<file path="config.mk">
export PLATFORM = sky130hd
export DESIGN_NAME = bg_compositor
export DESIGN_NICKNAME = d
export VERILOG_FILES = /design/src/rtl/bg_compositor.sv
export SDC_FILE = /design/constraint.sdc
export NUM_CORES = 1
export LEC_CHECK = 0
export ABC_AREA = 1
export BUFFER_PORTS_ARGS = -buffer_cell sky130_fd_sc_hd__buf_2
export CAP_MARGIN = 20
export CORE_MARGIN = 8
export CORE_UTILIZATION = 50
export CTS_CLUSTER_SIZE = 28
export DETAILED_ROUTE_END_ITERATION = 8
export PLACE_DENSITY = 0.74
export SLEW_MARGIN = 20
export SYNTH_ARGS = -nofsm -noshare
export SYNTH_HDL_FRONTEND = slang
export SYNTH_SLANG_ARGS = --single-unit
</file>
<file path="constraint.sdc">
create_clock -name clk -period 1.7 [get_ports clk]
set_input_delay 0.255 -clock clk [delete_from_list [all_inputs] [get_ports clk]]
set_output_delay 0.255 -clock clk [all_outputs]
set_load 0.005 [all_outputs]
</file>
<file path="src/rtl/bg_compositor.sv">
// bg_compositor: replaces keyer-marked pixels with a generated background.
//
// Sits after the green-screen keyer. Any active pixel equal to KEY_MARK is
// swapped for a solid colour, colour bars, a checker or a gradient chosen by
// bg_sel, using that pixel's own x/y. Video and syncs are delayed by a fixed
// two clocks, and key_count reports how many pixels were replaced in the
// previous frame.
//
// Optional build macro: BG_COMPOSITOR_DESPECKLE_EN
//   When defined, the final key of a pixel is the majority vote of its own
//   flag and its left/right neighbours in the same active run, which drops
//   isolated keyed pixels and fills isolated holes. Latency is unchanged.
//
// Ports:
//   clk, rst_n        pixel clock, asynchronous active-low reset
//   comp_en           1 = replace keyed pixels, 0 = pass everything through
//   bg_sel[1:0]       0 solid, 1 colour bars, 2 checker, 3 gradient
//   bg_color[23:0]    solid/checker base colour {R,G,B}
//   pixel_in[23:0]    keyer output pixel
//   de_in/hs_in/vs_in active-video enable and syncs
//   pixel_out[23:0]   composited pixel (2 clocks after pixel_in)
//   de_out/hs_out/vs_out  syncs delayed 2 clocks
//   key_count         replaced pixels in the previous frame

module bg_compositor #(
    parameter logic [23:0] KEY_MARK  = 24'h007FFF,
    parameter logic        VS_ACTIVE = 1'b0,
    parameter int unsigned BAR_SHIFT = 7,
    parameter int unsigned CNT_W     = 19
) (
    input  logic             clk,
    input  logic             rst_n,
    input  logic             comp_en,
    input  logic [1:0]       bg_sel,
    input  logic [23:0]      bg_color,
    input  logic [23:0]      pixel_in,
    input  logic             de_in,
    input  logic             hs_in,
    input  logic             vs_in,
    output logic [23:0]      pixel_out,
    output logic             de_out,
    output logic             hs_out,
    output logic             vs_out,
    output logic [CNT_W-1:0] key_count
);

    localparam int unsigned XY_W   = 10;
    localparam logic [XY_W-1:0] XY_MAX = '1;
    localparam logic [CNT_W-1:0] CNT_MAX = '1;

    // One pixel travelling down the pipeline with everything needed later.
    typedef struct packed {
        logic [23:0]     pix;
        logic            de;
        logic            hs;
        logic            vs;
        logic            k;
        logic [1:0]      sel;
        logic [XY_W-1:0] x;
        logic [XY_W-1:0] y;
    } stage_t;

    localparam stage_t STAGE_RST = '{
        pix: 24'h0, de: 1'b0, hs: 1'b0, vs: ~VS_ACTIVE, k: 1'b0,
        sel: 2'd0, x: '0, y: '0
    };

    logic [XY_W-1:0]  x_q, x_d;
    logic [XY_W-1:0]  y_q, y_d;
    stage_t           s1_q, s1_d;
    stage_t           s2_q;
    logic [23:0]      pixel_out_q, pixel_out_d;
    logic             de_out_q;
    logic             hs_out_q;
    logic             vs_out_q;
    logic [CNT_W-1:0] cnt_q, cnt_d;
    logic [CNT_W-1:0] key_count_q, key_count_d;

    logic             key_c;
    logic             replace_c;
    logic             vs_start_c;
    logic [23:0]      bg_c;

    // Fixed colour-bar palette.
    function automatic logic [23:0] bar_color(input logic [2:0] idx);
        case (idx)
            3'd0:    return 24'hFFFFFF;
            3'd1:    return 24'hFFFF00;
            3'd2:    return 24'h00FFFF;
            3'd3:    return 24'h00FF00;
            3'd4:    return 24'hFF00FF;
            3'd5:    return 24'hFF0000;
            3'd6:    return 24'h0000FF;
            default: return 24'h000000;
        endcase
    endfunction

    // Saturating x/y counters; s1_q.de is de_in from the previous clock.
    always_comb begin : coord_next
        x_d = x_q;
        y_d = y_q;
        if (de_in) begin
            if (x_q != XY_MAX) x_d = x_q + XY_W'(1);
        end else if (s1_q.de) begin
            x_d = '0;
        end
        if (vs_in == VS_ACTIVE) begin
            y_d = '0;
        end else if (!de_in && s1_q.de && (y_q != XY_MAX)) begin
            y_d = y_q + XY_W'(1);
        end
    end

    // Input capture: the key flag and coordinates belong to this pixel.
    always_comb begin : stage1_next
        s1_d     = STAGE_RST;
        s1_d.pix = pixel_in;
        s1_d.de  = de_in;
        s1_d.hs  = hs_in;
        s1_d.vs  = vs_in;
        s1_d.k   = comp_en && de_in && (pixel_in == KEY_MARK);
        s1_d.sel = bg_sel;
        s1_d.x   = x_q;
        s1_d.y   = y_q;
    end

`ifdef BG_COMPOSITOR_DESPECKLE_EN
    logic k3_q;
    logic kp_c;
    logic kn_c;

    // Majority of left/own/right flag; s1 holds the right neighbour, k3/de_out
    // the left one. A neighbour outside the run votes with the centre pixel.
    always_comb begin : key_vote
        kp_c  = de_out_q ? k3_q : s2_q.k;
        kn_c  = s1_q.de ? s1_q.k : s2_q.k;
        key_c = (kp_c & s2_q.k) | (kp_c & kn_c) | (s2_q.k & kn_c);
    end
`else
    always_comb begin : key_vote
        key_c = s2_q.k;
    end
`endif

    // Background generator from the pixel's own coordinates.
    always_comb begin : bg_gen
        bg_c = bg_color;
        case (s2_q.sel)
            2'd0:    bg_c = bg_color;
            2'd1:    bg_c = bar_color(s2_q.x[BAR_SHIFT+2:BAR_SHIFT]);
            2'd2:    bg_c = (s2_q.x[5] ^ s2_q.y[5]) ? ~bg_color : bg_color;
            default: bg_c = {s2_q.x[9:2], s2_q.y[8:1], 8'h80};
        endcase
    end

    // Output select and per-frame replace counter.
    always_comb begin : out_next
        replace_c   = key_c && s2_q.de;
        pixel_out_d = replace_c ? bg_c : s2_q.pix;
        vs_start_c  = (vs_in == VS_ACTIVE) && (s1_q.vs != VS_ACTIVE);
        cnt_d       = cnt_q;
        key_count_d = key_count_q;
        if (replace_c && (cnt_q != CNT_MAX)) cnt_d = cnt_q + CNT_W'(1);
        // Frame boundary wins; a pixel replaced on this edge opens the new count.
        if (vs_start_c) begin
            key_count_d = cnt_q;
            cnt_d       = replace_c ? CNT_W'(1) : '0;
        end
    end

    always_ff @(posedge clk or negedge rst_n) begin : regs
        if (!rst_n) begin
            x_q         <= '0;
            y_q         <= '0;
            s1_q        <= STAGE_RST;
            s2_q        <= STAGE_RST;
            pixel_out_q <= '0;
            de_out_q    <= 1'b0;
            hs_out_q    <= 1'b0;
            vs_out_q    <= ~VS_ACTIVE;
            cnt_q       <= '0;
            key_count_q <= '0;
        end else begin
            x_q         <= x_d;
            y_q         <= y_d;
            s1_q        <= s1_d;
            s2_q        <= s1_q;
            pixel_out_q <= pixel_out_d;
            de_out_q    <= s2_q.de;
            hs_out_q    <= s2_q.hs;
            vs_out_q    <= s2_q.vs;
            cnt_q       <= cnt_d;
            key_count_q <= key_count_d;
        end
    end

`ifdef BG_COMPOSITOR_DESPECKLE_EN
    always_ff @(posedge clk or negedge rst_n) begin : left_flag
        if (!rst_n) k3_q <= 1'b0;
        else        k3_q <= s2_q.k;
    end
`endif

    // Coordinate bits the background modes never look at.
    logic unused_xy_bits;
    assign unused_xy_bits = ^{s2_q.x[1:0], s2_q.y[9], s2_q.y[0]};

    assign pixel_out = pixel_out_q;
    assign de_out    = de_out_q;
    assign hs_out    = hs_out_q;
    assign vs_out    = vs_out_q;
    assign key_count = key_count_q;

endmodule
</file>
==> metrics.yaml, run 1 <==
status:
  outcome: "finished clean"
placement:
  preCtsSetupSlack_ns: -0.331
  placed_area_um2: 8330
  io_buffers: 101
  place_congestion: 0.902
  place_hpwl_um: 12200
detailed_routing:
  vias: 5914
  drt-initial-drc-count: 471
  wirelength_um: 17500
  via_per_inst: 4.98
  drtAntennaViolNets: 0
  drt_drc_violations_left: 0
  dr.pass1.iters: 6
  drt-wirelength-per-cell_um: 14.7
power:
  ir_worst_vdd_mv: 0.654
  p_sw_share_pct: 25.6
  p_leak_uw: 0.00464
  intPower_uw: 6640
  p_clk_share_pct: 42.5
  seqPwrFrac_pct: 49.8
  power_density_nw_per_um2: 960
  finalPower_uw: 8930
  power_frac_comb_pct: 7.7
  p_sw_uw: 2290
synth:
  syn_area_um2: 7220
  yosys_warnings: 0
  synthFlopType: "dfrtp_1"
  ys_ff_latch: 177
  syn_area_per_cell_um2: 8.99
  synth_edf_count: 0
  async_reset_ff_share_pct: 100
  synth_cell_types: 30
  syn-num-nets: 862
  synth-seq-area-share_pct: 61.4
  syn_inst: 803
global_routing:
  grt_max_degree: 56
  grt_first_pass_wirelength_um: 28100
  grt_pass1_vias: 5605
  grt.overflow.total: 0
  antenna_found_initial: 0
  grtUsageTotal_pct: 19.6
timing:
  max_slew.worst_pin.slew_ns: 0.403
  clock.fmax_mhz: 629
  period_minus_slack_ns: 1.59
  hold_viol: 0
  setup_ws_ns: 0.110
  slew_violations: 0
  finalCritPeriodShare_pct: 93.5
  max_slew_margin_pct: 72.9
  setup-violations-final: 0
  finClkSkew_ns: 0.0129
layout:
  nFillCells: 1147
  fin_area_um2: 9300
  ff_latch_area_um2: 4430
  fin_util_pct: 65.0
  num-nets-final: 1049
  drive_above_1_share_pct: 22.0
  syn2layout_area_growth_pct: 28.8
  multi_input_area_um2: 2520
die:
  core_area_um2: 14300
  rows: 44
  die_w_um: 136
  die_y_um: 136
  dieArea_um2: 18500
  start_util_pct: 50.4
  pin_count: 102
clock_tree:
  cts-root-buf: "clkbuf_16"
  htree_levels: 4
  cts_tree: "built"
  cts.path.max_buffers: 2
  clock_latency_ns: 0.44
  cts_buffers: 17
  cts_sinks: 177
  cts.clk_slew.worst_paths_ns: 0.07
critical_path:
  endpoint_kind: "flip-flop"
  critPathKind: "reg2reg"
  arrival_ns: 1.96
  cp_max_fo: 8
  cp.required_ns: 2.07
  cp-start-kind: "flip-flop"
min_path:
  min_path_type: "in2reg"
flow_run:
  drv_cap: 0
==> flip-flops by register name (all words and copies together), names as in the netlist <==
register and cells:
y_q 10, de_out 1, cnt_q 19, vs_out 1, x_q 10, s1_q 46
key_c 1, pixel_out 24, hs_out 1, s2_q 45, key_count 19
==> Yosys cell counts (2+ instances only) <==
cell / number / area, um2
dfrtp_1: 174 / 4350
ha_1: 3 / 37.5
o211ai_1: 12 / 90.1
nand2_1: 289 / 1080
clkbuf_1: 16 / 60.1
dfstp_2: 3 / 78.8
o21ai_0: 49 / 245
nor3_1: 8 / 40.0
a21oi_1: 10 / 50.1
o21ai_1: 2 / 10.0
nand4_1: 16 / 100
inv_1: 54 / 203
nand2_2: 4 / 25.0
nand2_4: 2 / 22.5
nor2_1: 78 / 293
buf_2: 5 / 25.0
buf_1: 2 / 7.51
xor2_1: 14 / 123
nand3_1: 46 / 230
nor2_4: 3 / 33.8
o31ai_1: 2 / 15.0
nor4_1: 3 / 18.8
==> through the flow <==
step                      instances  setup TNS, ns  hold slack [ns]
final                          1188              0           0.0182
after global routing           1187       -0.00479          0.00874
after CTS                      1184              0          0.00232
after detailed placement       1124          -3.61            0.171
after global placement         1124          -3.40            0.170
after floorplan                 803              0          -0.0406
==> power groups by stage <==
| stage | Clock, uW | Sequential, uW | Combinational, uW |
|---|---|---|---|
| detailed placement | 0 | 4520 | 607 |
| global placement | 0 | 4510 | 598 |
| global route | 4050 | 4460 | 780 |
| finish | 3790 | 4450 | 689 |
| floorplan | 0 | 4520 | 242 |
| CTS | 3870 | 4440 | 662 |
==> placed cells by master, fill, tap and decap left out, drive strengths merged <==
master       netlist  routed
nor3b              1       1
o211ai            12      12
clkbuf            16      17
dfstp              3       3
nor3               8       8
clkinvlp           0       1
nor4               3       3
clkinv             0       9
nand3b             1       1
nor2              81      81
dfrtp            174     174
a21oi             10      10
o21ai             51      51
buf                9     163
or2                1       1
a41oi              1       1
nand4             16      16
o31ai              2       2
nand3             46      46
xor2              14      14
ha                 3       3
a21o               1       1
diode              0       1
inv               55      61
dlygate4sd3        0      28
nand2            295     296
==> worst paths after layout <==
| path | from | endpoint | slack [ns] | cells after the start |
|---|---|---|---|---|
| hold reg to reg | s1_q[18] | s2_q[18] | 0.34 | 0 |
| setup reg to reg | cnt_q[1] | cnt_q[0] | 0.11 | 11 |
| setup / recovery | cnt_q[1] | cnt_q[0] | 0.11 | 11 |
| hold / removal | vs_in | s1_q[23] | 0.02 | 1 |
| min in group asynchronous | rst_n | key_count[2] | 0.29 | 2 |
| max in group asynchronous | rst_n | s1_q[4] | 0.76 | 3 |
==> cell type report <==
cell class                 instances  share of cell area, %
antenna                            1                 0.0269
clock buffer                      17                   4.57
clock inverter                    15                   1.80
inverter                          55                   2.42
multi-input combinational        547                   27.1
sequential                       177                   47.7
tap                              184                   2.48
timing repair buffer             191                   13.8
timing repair inverter             1                 0.0942
==> cells by family (layout without fill, tap and decap cells) <==
| group | after synthesis | after routing | synth area share [%] |
|---|---|---|---|
| DFF | 177 | 177 | 61.4 |
| adders and majority gates | 3 | 3 | 0.520 |
| buffers and inverters | 80 | 279 | 4.59 |
| other | 0 | 1 | 0 |
| xor gates and xnor gates | 14 | 14 | 1.70 |
| AOI/OAI and AO/OA | 77 | 77 | 5.91 |
| and+or+nand+nor | 452 | 453 | 25.9 |
==> metal layers <==
metal,global-route usage (%),wire [um],up-vias
met5,0,0,-
li1,-,-,2936
met4,6.96,395,0
met1,25.6,7470,2772
met2,31.4,8470,172
met3,4.51,1170,34
==> worst max-delay path, cell delays in order, from the launching register on <==
cell	delay, ns
dfrtp_1	0.36
ha_2	0.19
nand2_2	0.07
nor2_4	0.14
nand2_4	0.07
nor2_4	0.14
nand2_2	0.09
nand2_4	0.12
nand2_8	0.10
clkinv_8	0.09
nand2_1	0.07
nand2_1	0.08
==> repair_timing <==
| action | 4_1_cts | 5_1_grt |
|---|---|---|
| endpoints found under the hold margin | 57 | 0 |
| setup buffers | 0 | 2 |
| endpoints found under the setup margin | 14 | 37 |
| hold buffers | 28 | 0 |
| gates resized for setup | 3 | 15 |
| pin swaps | 0 | 4 |
| cloned | 0 | 2 |
(Power assumes the default switching activity.)
==> inputs of run 2 (changes only) <==
ABC_AREA = 0   (was 1)
==> run 2 against run 1 <==
Against the previous run:
- clock power grew 9.2%
- cell area fell by 1.9%
- core utilization down 1.2 points
- final cell count is 14% lower
- non-clock buffer count decreased by 15
- synthesized cell count down 17%
- combinational power decreased by 12%
- via count shrank 3.3%
- count of clock-buffer cells in the layout unchanged
- sequential share of layout area is 0.93 points higher
- power increased by 2.7%
- global-route usage grew 0.62 points
- critical path type unchanged
- largest power group unchanged
- highest routed layer is now met5
==> metrics.yaml, run 2 <==
status:
  outcome: "finished clean"
detailed_routing:
  vias: 5720  # -3.3%
  drtAntennaViolNets: 0  # unchanged
  wirelength_um: 18200  # +3.7%
  drt_drc_violations_left: 0  # unchanged
  drt-wirelength-per-cell_um: 17.8  # +21%
  via_per_inst: 5.62  # +13%
  drt-initial-drc-count: 458  # -2.8%
  dr.pass1.iters: 6  # unchanged
critical_path:
  cp_max_fo: 11  # +3
  cp-start-kind: "flip-flop"
  arrival_ns: 1.93  # -0.03 ns
  endpoint_kind: "flip-flop"
  cp.required_ns: 1.99  # -0.08 ns
  critPathKind: "reg2reg"
  crit_buf_inv: 0  # -1
  crit_slowest_cell: "dfrtp_1"
  critical_path.top_delay_family: "simple AND/OR/NAND/NOR gates"
  crit_chain: "ha_1, and3_1, and3_2, o311ai_1, o41ai_1"
  cpPeakStageDelay_ns: 0.38  # +0.02 ns
die:
  dieArea_um2: 18500  # about the same
  pin_count: 102  # unchanged
  die_y_um: 136  # about the same
  core_area_um2: 14300  # unchanged
  rows: 44  # unchanged
  die_w_um: 136  # about the same
  start_util_pct: 50.5  # about the same
clock_tree:
  cts-root-buf: "clkbuf_16"
  cts_sinks: 177  # unchanged
  cts_buffers: 17  # unchanged
  cts.clk_slew.worst_paths_ns: 0.07  # about the same
  cts_tree: "built"
  htree_levels: 4  # unchanged
  clock_latency_ns: 0.42  # -0.02 ns
  cts.path.max_buffers: 2  # unchanged
timing:
  setup_ws_ns: 0.0595  # -0.0505 ns
  clock.fmax_mhz: 610  # -3.1%
  max_slew_margin_pct: 66.7  # -6.2 points
  setup-violations-final: 0  # unchanged
  period_minus_slack_ns: 1.64  # +0.0505 ns
  hold_viol: 0  # unchanged
  finalCritPeriodShare_pct: 96.5  # +3.0 points
  max_slew.worst_pin.slew_ns: 0.499  # +0.0961 ns
  finClkSkew_ns: 0.00554  # -0.00741 ns
  slew_violations: 0  # unchanged
global_routing:
  grt.overflow.total: 0  # unchanged
  grt_max_degree: 51  # -8.9%
  grt_first_pass_wirelength_um: 29300  # +4.4%
  grt_pass1_vias: 5661  # +1.0%
  antenna_found_initial: 2  # +2
  grtUsageTotal_pct: 20.2  # +0.62 points
synth:
  synth_xor_area_share_pct: 1.07  # -0.62 points
  yosys.area_share.simple_pct: 19.6  # -6.3 points
  synthFlopType: "dfrtp_1"
  synthAdderAreaFrac_pct: 0.520  # about the same
  synth_cell_types: 57  # +90%
  ys_ff_latch: 177  # unchanged
  syn-num-nets: 725  # -16%
  synth_area_leaders: "dfrtp_1, nand2_1, a21oi_1"
  async_reset_ff_share_pct: 100  # unchanged
  synth_compound_area_share_pct: 12.6  # +6.7 points
  synth_edf_count: 0  # unchanged
  synth.most_common_cell: "dfrtp_1"
  syn_area_per_cell_um2: 10.8  # +21%
  syn_area_um2: 7220  # about the same
  synth-seq-area-share_pct: 61.4  # about the same
  synth_mux_area_share_pct: 1.39  # +1.4 points
  syn_inst: 666  # -17%
  yosys-top-cells-count: "dfrtp_1, nand2_1, a21oi_1, nor2_1, o31ai_1"
  synth_top_area_share_pct: 60.3  # about the same
  yosys_warnings: 0  # unchanged
  yosys.area.top_type: "dfrtp_1"
  synth_top_family_by_area: "simple AND/OR/NAND/NOR gates"
placement:
  io_buffers: 101  # unchanged
  place_congestion: 0.879  # -2.5%
  preCtsSetupSlack_ns: -0.00236  # +0.329 ns
  dp_cells: 957  # -15%
  place_hpwl_um: 12400  # +1.3%
layout:
  syn2layout_area_growth_pct: 26.4
  final_common_cell: "dfrtp_1"
  mostFrequentLayoutCells: "dfrtp_1, nand2_1, buf_2"
  top_register: "s1_q"
  drive_above_1_share_pct: 23.9  # +1.9 points
  num-nets-final: 880  # -16%
  largest_register_ffs: 46  # unchanged
  finalNonFillerCells: 1018  # -14%
power:
  p_leak_uw: 0.00433  # -6.8%
  power_density_nw_per_um2: 1000  # +4.6%
  ir_worst_vdd_mv: 0.755  # +15%
flow_run:
  drv_cap: 0  # unchanged
min_path:
  min_path_type: "in2reg"
[run 2: changes by cell type after synthesis, moves of 16 or more]
cell,previous run,this run
nand3_1,46,16
a31oi_1,0,16
nor2_1,78,41
o21ai_0,49,16
inv_1,54,10
o31ai_1,2,23
a21oi_1,10,44
nand2_1,289,109
[run 2: worst paths after layout]
path,from,endpoint,slack (ns),cells past startpoint
worst max register to register,cnt_q[0],cnt_q[13],0.06,5
worst max-delay path,cnt_q[0],cnt_q[13],0.06,5
worst min register to register,s1_q[34],s2_q[34],0.35,0
max in group asynchronous,rst_n,s1_q[31],0.77,3
min in group asynchronous,rst_n,s1_q[24],0.33,2
worst min-delay path,de_in,s1_q[25],0.05,1
[run 2: power by group]
part / leakage (uW) / switching [uW] / internal, uW
registers: 0.00226 / 71.1 / 4350
logic: 0.00176 / 347 / 260
clock network: 0.000299 / 1660 / 2480
total: 0.00433 / 2080 / 7090
[run 2: through the flow]
| step | TNS, ns | hold WS, ns | power [uW] | area (um2) | util, % |
|---|---|---|---|---|---|
| after detailed placement | -0.00236 | 0.227 | 5040 | 8180 | 57.1 |
| after global routing | -0.0261 | 0.0383 | 9500 | 9130 | 63.8 |
| after floorplan | 0 | -0.0406 | 4710 | 7230 | - |
| after global placement | 0 | 0.219 | 5010 | 8180 | 57.1 |
| after CTS | 0 | 0.0323 | 9230 | 9090 | 63.5 |
| final | 0 | 0.0470 | 9170 | 9130 | 63.8 |
[run 2: logic make-up after synthesis]
logic type	after synthesis
adder cells (fa/ha/maj)	3
AND/OR/NAND/NOR	278
AO/OA/AOI/OAI	140
XOR/XNOR	8
flip-flops	177
buffers and inverters	50
multiplexers	10
[run 2: timing repair]
item / in CTS / in global routing
setup endpoints to repair: 3 / 10
hold buffers: 28 / 0
resized for setup: 3 / 8
setup buffers: 0 / 1
endpoints found under the hold margin: 65 / 0
[run 2: per-layer routing]
layer	wire (um)	part of all wire, %	GRT usage [%]
met1	7610	42	25.9
met2	8860	49	32.7
met3	1330	7.3	4.95
met4	342	1.9	7.26
met5	12	0.066	0
[run 2: final cells by class]
cell class | count | area [um2]
inverter | 10 | 37.5
timing repair buffer | 176 | 1220
clock buffer | 17 | 425
multi-input combinational | 439 | 2570
antenna | 1 | 2.50
sequential | 177 | 4440
fill | 1096 | 5180
tap | 184 | 230
clock inverter | 14 | 205
